### src/rtl/rob_commit_controller.sv
// In-order retirement sequencer for the reorder buffer head, with a
// flush/redirect sequence on exception, interrupt or trap entries.
module rob_commit_controller #(
    parameter int Q_WIDTH   = 4,
    parameter int Q_DEPTH   = 64,
    parameter int ADDR_BITS = 64,
    parameter logic [ADDR_BITS-1:0] EXC_VECTOR  = 64'h100,
    parameter logic [ADDR_BITS-1:0] INT_VECTOR  = 64'h200,
    parameter logic [ADDR_BITS-1:0] TRAP_VECTOR = 64'h300
) (
    input  logic                                  clk_in,
    input  logic                                  rst_N_in,
    input  logic [$clog2(Q_DEPTH+1)-1:0]          rob_size_in,
    input  logic [Q_WIDTH*3-1:0]                  head_status_in,
    input  logic [Q_WIDTH-1:0]                    head_is_store_in,
    input  logic [Q_WIDTH*ADDR_BITS-1:0]          head_pc_in,
    input  logic                                  st_commit_ready_in,
    output logic [$clog2(Q_WIDTH+1)-1:0]          deq_out,
    output logic [Q_WIDTH-1:0]                    commit_mask_out,
    output logic                                  st_commit_valid_out,
    output logic [$clog2(Q_WIDTH)-1:0]            st_commit_slot_out,
    output logic                                  flush_out,
    output logic                                  redirect_valid_out,
    output logic [ADDR_BITS-1:0]                  redirect_pc_out,
    output logic [ADDR_BITS-1:0]                  epc_out,
    output logic [1:0]                            cause_out,
    output logic [31:0]                           retired_cnt_out
);

    localparam int DQW = $clog2(Q_WIDTH+1);
    localparam int SLW = $clog2(Q_WIDTH);

    localparam logic [2:0] ST_DONE = 3'd1;
    localparam logic [2:0] ST_EXC  = 3'd2;
    localparam logic [2:0] ST_INT  = 3'd3;
    localparam logic [2:0] ST_TRAP = 3'd4;

    typedef enum logic [1:0] {RUN, FLUSH, REDIRECT} state_t;

    state_t                 state_q, state_d;
    logic [DQW-1:0]         n_run;
    logic [Q_WIDTH-1:0]     mask_run;
    logic                   stv_run;
    logic [SLW-1:0]         slot_run;
    logic                   event_hit;
    logic [1:0]             event_cause;
    logic [ADDR_BITS-1:0]   event_pc;
    logic [ADDR_BITS-1:0]   vec_sel;
    logic                   stop;
    logic                   store_seen;
    logic [2:0]             status;

    // Scan oldest-first; the first slot that cannot retire ends the group and,
    // if it carries an event status, becomes the faulting entry.
    always_comb begin
        n_run       = '0;
        mask_run    = '0;
        stv_run     = 1'b0;
        slot_run    = '0;
        event_hit   = 1'b0;
        event_cause = 2'd0;
        event_pc    = '0;
        stop        = 1'b0;
        store_seen  = 1'b0;
        status      = '0;
        for (int unsigned i = 0; i < Q_WIDTH; i++) begin
            status = head_status_in[3*i +: 3];
            if (!stop) begin
                if (32'(rob_size_in) <= i) begin
                    stop = 1'b1;
                end else if (status == ST_DONE &&
                             !(head_is_store_in[i] && (store_seen || !st_commit_ready_in))) begin
                    n_run       = n_run + DQW'(1);
                    mask_run[i] = 1'b1;
                    if (head_is_store_in[i]) begin
                        store_seen = 1'b1;
                        stv_run    = 1'b1;
                        slot_run   = SLW'(i);
                    end
                end else begin
                    stop     = 1'b1;
                    event_pc = head_pc_in[ADDR_BITS*i +: ADDR_BITS];
                    case (status)
                        ST_EXC:  begin event_hit = 1'b1; event_cause = 2'd1; end
                        ST_INT:  begin event_hit = 1'b1; event_cause = 2'd2; end
                        ST_TRAP: begin event_hit = 1'b1; event_cause = 2'd3; end
                        default: ;
                    endcase
                end
            end
        end
    end

    always_comb begin
        state_d             = state_q;
        deq_out             = '0;
        commit_mask_out     = '0;
        st_commit_valid_out = 1'b0;
        st_commit_slot_out  = '0;
        case (state_q)
            RUN: begin
                deq_out             = n_run;
                commit_mask_out     = mask_run;
                st_commit_valid_out = stv_run;
                st_commit_slot_out  = slot_run;
                if (event_hit) state_d = FLUSH;
            end
            FLUSH:    state_d = REDIRECT;
            REDIRECT: state_d = RUN;
            default:  state_d = RUN;
        endcase
    end

    always_comb begin
        case (cause_out)
            2'd1:    vec_sel = EXC_VECTOR;
            2'd2:    vec_sel = INT_VECTOR;
            2'd3:    vec_sel = TRAP_VECTOR;
            default: vec_sel = '0;
        endcase
    end

    always_ff @(posedge clk_in or negedge rst_N_in) begin
        if (!rst_N_in) begin
            state_q            <= RUN;
            flush_out          <= 1'b0;
            redirect_valid_out <= 1'b0;
            redirect_pc_out    <= '0;
            epc_out            <= '0;
            cause_out          <= 2'd0;
            retired_cnt_out    <= '0;
        end else begin
            state_q            <= state_d;
            flush_out          <= (state_d == FLUSH);
            redirect_valid_out <= (state_d == REDIRECT);
            redirect_pc_out    <= (state_d == REDIRECT) ? vec_sel : '0;
            if (state_q == RUN) begin
                retired_cnt_out <= retired_cnt_out + 32'(n_run);
                if (event_hit) begin
                    epc_out   <= event_pc;
                    cause_out <= event_cause;
                end
            end
        end
    end

endmodule
### config.mk
export PLATFORM = sky130hd
export DESIGN_NAME = rob_commit_controller
export DESIGN_NICKNAME = d
export VERILOG_FILES = /design/src/rtl/rob_commit_controller.sv
export SDC_FILE = /design/constraint.sdc
export NUM_CORES = 1
export LEC_CHECK = 0
export BUFFER_PORTS_ARGS = -buffer_cell sky130_fd_sc_hd__buf_2
export CORE_AREA = 2 2 179 181
export DETAILED_ROUTE_END_ITERATION = 10
export DIE_AREA = 0 0 181 183
export GPL_TIMING_DRIVEN = 0
export PLACE_DENSITY = 0.47
export SETUP_SLACK_MARGIN = 0.1
export SLEW_MARGIN = 10
export SYNTH_ARGS = -nofsm -noshare
export SYNTH_HDL_FRONTEND = slang
export SYNTH_SLANG_ARGS = --single-unit
### constraint.sdc
create_clock -name clk_in -period 2.5 [get_ports clk_in]
set_input_delay 0.125 -clock clk_in [delete_from_list [all_inputs] [get_ports clk_in]]
set_output_delay 0.125 -clock clk_in [all_outputs]
set_load 0.05 [all_outputs]
---- After elaboration in Yosys (flattened, before gate mapping) ----
Index checks and enable logic that the tools add are counted.
cells by class
  add/subtract/negate cells ............... 4
  multiply operators ...................... 0
  divide/modulo/power cells ............... 0
  order comparisons ....................... 4
  equal/unequal tests ..................... 22
  shift operators ......................... 0
  mux-type cells .......................... 106
  bitwise gates (word level) .............. 0
  reduce and logical (&&, ||, !) cells .... 22
operators by type and width
  cell                 number
  $mux 64              12
  $mux 1               55
  $mux 2               21
  $mux 3               11
  $add 32x3->32        1
  $pmux 10 s3          1
  $eq 3x2->1 const B   8
  $pmux 2 s3           4
  $le 7x1->1 const B   2
  $le 7x2->1 const B   2
  $eq 3x1->1 const B   4
  $eq 3x3->1 const B   4
  $reduce_or 3->1      4
  $add 3x1->3 const B  3
  $logic_and 1x1->1    8
  $eq 2x1->1 const B   3
  $eq 2x2->1 const B   3
  $logic_not 1->1      5
  $mux 4               1
  $pmux 2 s2           1
  $logic_or 1x1->1     3
  $logic_not 2->1      1
  $reduce_and 2->1     1
storage, ports and cells
  flip-flop bits (word level) ............. 166
  latch bits .............................. 0
  memory bits (writable) .................. 0
  memory bits (read-only) ................. 0
  input port bits ......................... 282
  output and inout port bits .............. 174
  memories kept ........................... 0

---- Longest topological paths before layout ----
Gate-level depths: netlist of run 1.
  depth after elaboration ................. 31
  depth in mapped cells ................... 17
  depth with buffers taken out ............ 17

---- Least setup slack after synthesis of run 1 ----
No wires, ideal clock.
  kind .................................... input -> register
  start ................................... in rob_size_in[2]
  end ..................................... reg retired_cnt_out[29]
  library setup time ...................... 82 ps
  arrival ................................. 4310 ps
  slack ................................... -1892 ps
  cell stages on the path ................. 16
  buffers on the path ..................... 0
  cells stage by stage .................... or4_4 -> nor4_2 -> nor2_1 -> ha_1 -> mux2i_1 -> nor2_1 -> xnor2_1 -> ha_1 -> o21a_1 -> ha_1 -> a21o_1 -> a21oi_1 -> or4b_2 -> nor4_1 -> and3_1 -> xor2_1
on the way
  cells in the longest elaborated chain, start to end .. 24
ends and longest elaborated chain
  what                                                                 line  source
  from (decl)                                                          13    input logic [$clog2(Q_DEPTH+1)-1:0] rob_size_in,
  parallel branches: the longest is 22 deep, another holds $le 7x1->1  -
  $mux 3 *                                                             68    if (!stop) begin
  $add 32x3->32 *                                                      138   retired_cnt_out <= retired_cnt_out + 32'(n_run);
  to (signal assigned)                                                 138
  to (decl)                                                            27    output logic [31:0] retired_cnt_out
Every way passes the cells marked *.
A chain may end at the register's enable or synchronous reset.

---- Worst setup path after layout of run 1 ----
  start ................................... in rob_size_in[6]
  end ..................................... reg retired_cnt_out[21]
Same word-level chain as after synthesis.

==> results of run 1 <==
## what timing repair did
item                                    in CTS  in global routing
setup buffers                               21                 16
hold buffers                                 1                  0
hold endpoints to repair                    31                  0
gates cloned                                 0                  2
endpoints found under the setup margin     105                 97
resized for setup                           89                141
pin swaps                                   24                 26
## registers in the layout (all words and copies together) (netlist names)
| name | flops |
|---|---|
| flush_out | 1 |
| epc_out | 64 |
| redirect_valid_out | 1 |
| state_q | 1 |
| redirect_pc_out | 2 |
| retired_cnt_out | 32 |
| cause_out | 2 |
## cell type report
cell class                 instances  area share
multi-input combinational        525       0.406
sequential                       103       0.227
timing repair buffer             434       0.215
buffer                           124      0.0777
tap                              402      0.0442
clock buffer                       9      0.0198
clock inverter                     7     0.00803
inverter                           6     0.00198
antenna                            4    0.000880
## power breakdown
group          switching (uW)  internal [uW]  total [uW]
sequential                235           2030        2270
combinational            2450           1030        3480
clock                     826            730        1560
## cells by family after synthesis
group,share of synthesized area
flip-flops,0.366
AND/OR/NAND/NOR,0.0962
other,0.000532
adder cells (fa/ha/maj),0.0117
buffers and inverters,0.113
multiplexers,0.00621
XOR/XNOR,0.0435
AO/OA/AOI/OAI,0.364
## worst min-delay path, stage by stage
cell and delay (ns):
buf_2 0.08, a211oi_1 0.06, o2bb2ai_2 0.11
## worst max-delay path by stage
| stage | startpoint | to | slack (ns) | depth (start not counted) |
|---|---|---|---|---|
| final | rob_size_in[6] | retired_cnt_out[21] | -1.23 | 18 |
| after global routing | rob_size_in[6] | retired_cnt_out[29] | -1.41 | 18 |
| after CTS | rob_size_in[2] | retired_cnt_out[29] | -1.32 | 18 |
| after detailed placement | st_commit_ready_in | retired_cnt_out[29] | -1.92 | 16 |
| after global placement | head_status_in[2] | retired_cnt_out[29] | -1.79 | 16 |
| after floorplan | rob_size_in[6] | retired_cnt_out[25] | -1.26 | 16 |
## metrics by stage
step           cell area, um^2  total power (uW)  std cells  hold WS [ns]  setup TNS, ns
2_1_floorplan             7400              4590        759        -0.171         -28.40
3_3_place_gp              9870              5630       1554         0.417         -98.20
3_5_place_dp              9930              5630       1556        0.0386         -96.47
4_1_cts                  10700              7300       1593        0.0345         -29.62
5_1_grt                  11400              7670       1612        0.0398         -33.63
6_report                 11400              7300       1614        0.0466         -28.06
## per-layer routing
| layer | vias up | share of wire |
|---|---|---|
| li1 | 3664 | - |
| met1 | 3702 | 0.42 |
| met2 | 307 | 0.50 |
| met3 | 32 | 0.065 |
| met4 | 4 | 0.016 |
| met5 | - | 0.00084 |
## cells in the final DEF (no fill, tap or decap), types with 5 or more instances in the layout
master / instances
a211oi_1: 43
a211oi_2: 19
a22o_1: 65
and3_1: 11
buf_2: 385
buf_4: 94
buf_6: 32
clkbuf_1: 19
clkbuf_16: 10
clkbuf_2: 11
clkbuf_4: 9
conb_1: 62
dfrtp_1: 103
inv_1: 5
nand2_1: 16
nand2b_1: 6
nand3_1: 9
nand3_2: 5
nor2_1: 9
nor2_4: 6
nor2b_1: 8
nor3b_1: 6
o21ai_0: 5
o221ai_1: 35
o221ai_2: 29
o2bb2ai_1: 61
or2_2: 6
xnor2_1: 14
xnor2_2: 6
xor2_1: 14
==> flow_summary_export.csv, run 1 <==
group,metric,value,unit
status,outcome,"finished with violations",
status,violations,"setup timing",
timing,clock.fmax,268,MHz
place,dp_slack,-1.92,ns
yosys,ys_types,62,
worst_hold_path,worst_hold_startpoint,"head_pc_in[165]",
setup_path,slowest_stage,"or4_4",
grt,busiest_layer,"met2",
routing,vias_per_cell,4.78,
timing,setup_viol,34,
setup_path,cp_num_buf_inv,2,
finish,nets,1491,
setup_path,startpoint_type,"primary input",
timing,maxSlewViolCount,0,
setup_path,crit_path_end_kind,"register",
die,ios,456,
die,dieHeight,183,um
yosys,synth_warnings,0,
setup_path,worstReg2RegEnd,"retired_cnt_out[21]",
place,place_congestion,0.804,
routing,postRouteAntennaNets,0,
yosys,async_flop_share,1.00,
clocking,insertion_delay,0.36,ns
yosys,synth.ff_latch_count,103,
power_and_ir_drop,power.density,642,nW/um^2
worst_hold_path,hold_end,"epc_out[37]",
finish,seqCellArea,2580,um^2
clocking,cts_tree,"done",
clocking,numCtsBuffers,9,
clocking,clock_sinks,103,
grt,antenna_found_initial,6,
run,maxCapViolCount,0,
grt,grt_overflow,0,
grt,use_met3,0.0465,
timing,timing.final.crit_share,1.49,
setup_path,crit_required,2.78,ns
routing,dr.pass1.iters,4,
grt,grt_pass1_wl,46.6,mm
finish,fin_util,0.364,
clocking,cts-root-buf,"clkbuf_16",
setup_path,criticalPathCategory,"in -> reg",
worst_hold_path,hp-class,"in -> reg",
die,start_util,0.226,
finish,fillers,3308,
yosys,synth_top_flop_cell,"dfrtp_1",
setup_path,r2r_slack,0.30,ns
grt,grt_pass1_vias,7610,
power_and_ir_drop,ir_drop,352,uV
setup_path,reg2reg_depth,8,
setup_path,crit_arrival,4.02,ns
timing,worstMarginPinSlew,0.842,ns
yosys,yosysSeqAreaShare,0.366,
grt,grt.total_usage,0.184,
grt,grtUsageMet1,0.228,
timing,rsz0062_at_grt,"yes",
power_and_ir_drop,leakagePower,0.00550,uW
timing,maxSlewHeadroom,0.438,
place,port_buffers,393,
yosys,synth_top_area_share,0.366,
setup_path,critPathMaxFanout,4,
finish,areaGrowthSynthToFinish,61.4,%
worst_hold_path,hold_path_depth,3,
setup_path,crit_chain,"buf_6, or4_4, nor4_4, nor2_1, ha_1, mux2i_1, nor2_1, xnor2_1, ha_2, o21a_1, ha_1, a21o_1, a21oi_2, or4b_4, buf_6, nor2_4, and3_4, xor2_1",
timing,timing.final.ws_setup,-1.23,ns
routing,drt_iter0_drc,232,
routing,wl_per_cell,19.8,um
routing,wl,32.0,mm
yosys,synthTopCellsByCount,"dfrtp_1, a22o_1, buf_4, o221ai_1, o2bb2ai_1",
setup_path,reg2reg_from,"retired_cnt_out[1]",
yosys,syn_avg_cell_area,10.1,um^2
setup_path,max_stage_delay,0.58,ns
die,core,31200,um^2
timing,hold_viol_final,0,
setup_path,critPathTopFamily,"simple AND/OR/NAND/NOR gates",
finish,final_layout_size_suffix_gt1_frac,0.566,
yosys,synthTopCellsByArea,"dfrtp_1, a22o_1, o221ai_1",
yosys,synth-edff-count,0,
clocking,htree_levels,3,
timing,period_needed,3.73,ns
yosys,syn_area,7050,um^2
routing,drc,0,
routing,vias,7709,
yosys,syn_inst,698,
die,row_count,65,
yosys,yosys.area.top_type,"dfrtp_1",
finish,multiInputGateArea,4620,um^2
die,die_area,33100,um^2
clocking,path_clk_slew,0.09,ns
timing,finClkSkew,0.0137,ns
grt,use_met2,0.322,
grt,grt_max_degree,73,
clocking,clockBufferDepth,2,
place,post-dp-hpwl,24.6,mm
die,die_x,181,um
yosys,synth.most_common_cell,"dfrtp_1",
(Power assumes the default switching activity.)
==> run 2: changes to the inputs <==
Settings changed: CORE_AREA 2 2 179 181 to 3 3 175 177, DIE_AREA 0 0 181 183 to 0 0 178 180, PLACE_DENSITY 0.47 to 0.49.
==> flow_summary_export.csv, run 2 (synthesis results as in run 1) <==
group,metric,value,unit
routing,drc,0,
power_and_ir_drop,power.density,651,nW/um^2
die,die_area,32000,um^2
grt,antenna_found_initial,0,
grt,grt.total_usage,0.184,
place,place_congestion,0.843,
grt,grt_max_degree,68,
timing,rsz0062_at_grt,"yes",
timing,worstMarginPinSlew,0.721,ns
grt,use_met3,0.0427,
timing,timing.final.ws_setup,-1.23,ns
setup_path,critPathTopFamily,"simple AND/OR/NAND/NOR gates",
setup_path,criticalPathCategory,"in -> reg",
timing,period_needed,3.73,ns
finish,nets,1488,
finish,final_common_cell,"buf_2",
setup_path,crit_chain,"buf_6, or4_4, nor4b_4, o21ai_0, a2111oi_1, a2111o_1, nand2_2, ha_4, a21oi_2, or4b_4, nor4_4, buf_6, and3_1, xor2_1",
finish,fillers,3043,
finish,seqCellArea,2580,um^2
finish,largest_register_ffs,64,
die,row_count,63,
routing,postRouteAntennaNets,0,
status,violations,"setup timing",
die,ios,456,
grt,busiest_layer,"met2",
routing,vias_per_cell,4.83,
routing,drt_iter0_drc,381,
clocking,clock_sinks,103,
timing,setup_viol,34,
clocking,htree_levels,3,
worst_hold_path,hp-class,"in -> reg",
timing,finClkSkew,0.0223,ns
setup_path,crit_arrival,4.02,ns
place,port_buffers,393,
finish,reg_top3,"epc_out (64), retired_cnt_out (32)",
finish,multiInputGateArea,4290,um^2
timing,holdWs,0.0504,ns
grt,use_met2,0.313,
timing,maxSlewHeadroom,0.519,
place,post-dp-hpwl,24.7,mm
timing,clock.fmax,268,MHz
clocking,numCtsBuffers,9,
grt,grt_overflow,0,
grt,grtUsageMet1,0.230,
power_and_ir_drop,ir_drop,282,uV
timing,fin_setup_tns,-29.14,ns
clocking,cts_tree,"done",
die,dieHeight,180,um
setup_path,crit_path_end_kind,"register",
clocking,insertion_delay,0.36,ns
setup_path,critPathMaxFanout,5,
finish,final_layout_size_suffix_gt1_frac,0.526,
routing,dr.pass1.iters,4,
finish,regMostFlops,"epc_out",
setup_path,crit_required,2.79,ns
setup_path,startpoint_type,"primary input",
setup_path,r2r_slack,0.26,ns
routing,wl,31.0,mm
setup_path,max_stage_delay,0.71,ns
routing,wl_per_cell,19.4,um
die,die_x,178,um
clocking,path_clk_slew,0.09,ns
clocking,cts-root-buf,"clkbuf_16",
timing,maxSlewViolCount,0,
finish,final_cell_mix,"buf_2, dfrtp_1, buf_4",
die,core,29400,um^2
timing,timing.final.crit_share,1.49,
finish,areaGrowthSynthToFinish,55.2,%
power_and_ir_drop,p_total,7120,uW
status,outcome,"finished with violations",
grt,grt_pass1_vias,7871,
routing,vias,7714,
clocking,clockBufferDepth,2,
setup_path,slowest_stage,"a2111oi_1",
setup_path,crit_top_cell,"buf_6",
grt,grt_pass1_wl,45.6,mm
power_and_ir_drop,leakagePower,0.00537,uW
die,start_util,0.240,
run,maxCapViolCount,0,
setup_path,cp_num_buf_inv,2,
timing,hold_viol_final,0,
==> run 2: path summary, 6_finish.rpt <==
path | from | endpoint | cells past startpoint
worst max-delay path | rob_size_in[6] | retired_cnt_out[29] | 14
worst min-delay path | head_pc_in[156] | epc_out[28] | 3
worst max register to register | retired_cnt_out[1] | retired_cnt_out[29] | 8
worst min register to register | retired_cnt_out[31] | retired_cnt_out[31] | 1
max in group asynchronous | rst_N_in | retired_cnt_out[3] | 3
min in group asynchronous | rst_N_in | epc_out[56] | 2
==> run 2: repair_timing <==
action	4_1_cts	5_1_grt
gates cloned	0	0
endpoints found under the setup margin	105	101
resized for setup	67	86
pin swaps	21	31
endpoints found under the hold margin	36	0
hold buffers	1	0
setup buffers	23	14
==> run 2: per-stage QoR <==
stage | setup slack (ns) | util | cells | cell area [um^2]
floorplan | -1.26 | - | 759 | 7400
global placement | -1.89 | 0.335 | 1542 | 9850
detailed placement | -2.01 | 0.338 | 1546 | 9940
CTS | -1.35 | 0.363 | 1585 | 10700
global route | -1.33 | 0.372 | 1595 | 10900
finish | -1.23 | 0.372 | 1596 | 10900
==> run 2: where the power goes <==
group | switching [uW] | internal, uW | total, uW | leakage, uW
combinational | 2380 | 985 | 3370 | 0.00389
clock | 773 | 721 | 1490 | 0.000150
sequential | 225 | 2030 | 2250 | 0.00133
==> run 2: layout make-up <==
cell class / count / share of cell area
multi-input combinational: 525 / 0.393
inverter: 6 / 0.00206
clock inverter: 7 / 0.00789
antenna: 1 / 0.000229
timing repair buffer: 430 / 0.219
sequential: 103 / 0.236
clock buffer: 9 / 0.0206
buffer: 125 / 0.0777
tap: 390 / 0.0446
==> run 2: tightest hold or removal path: cells and delay by family <==
family	cells	cell delay [ns]
buffers and inverters	1	0.08
AO/OA/AOI/OAI	2	0.17
==> run 2: metal layers <==
metal | wire length (um) | part of all wire
met5 | 0 | 0
met4 | 635 | 0.020
met3 | 2250 | 0.073
met2 | 15200 | 0.49
met1 | 12900 | 0.42
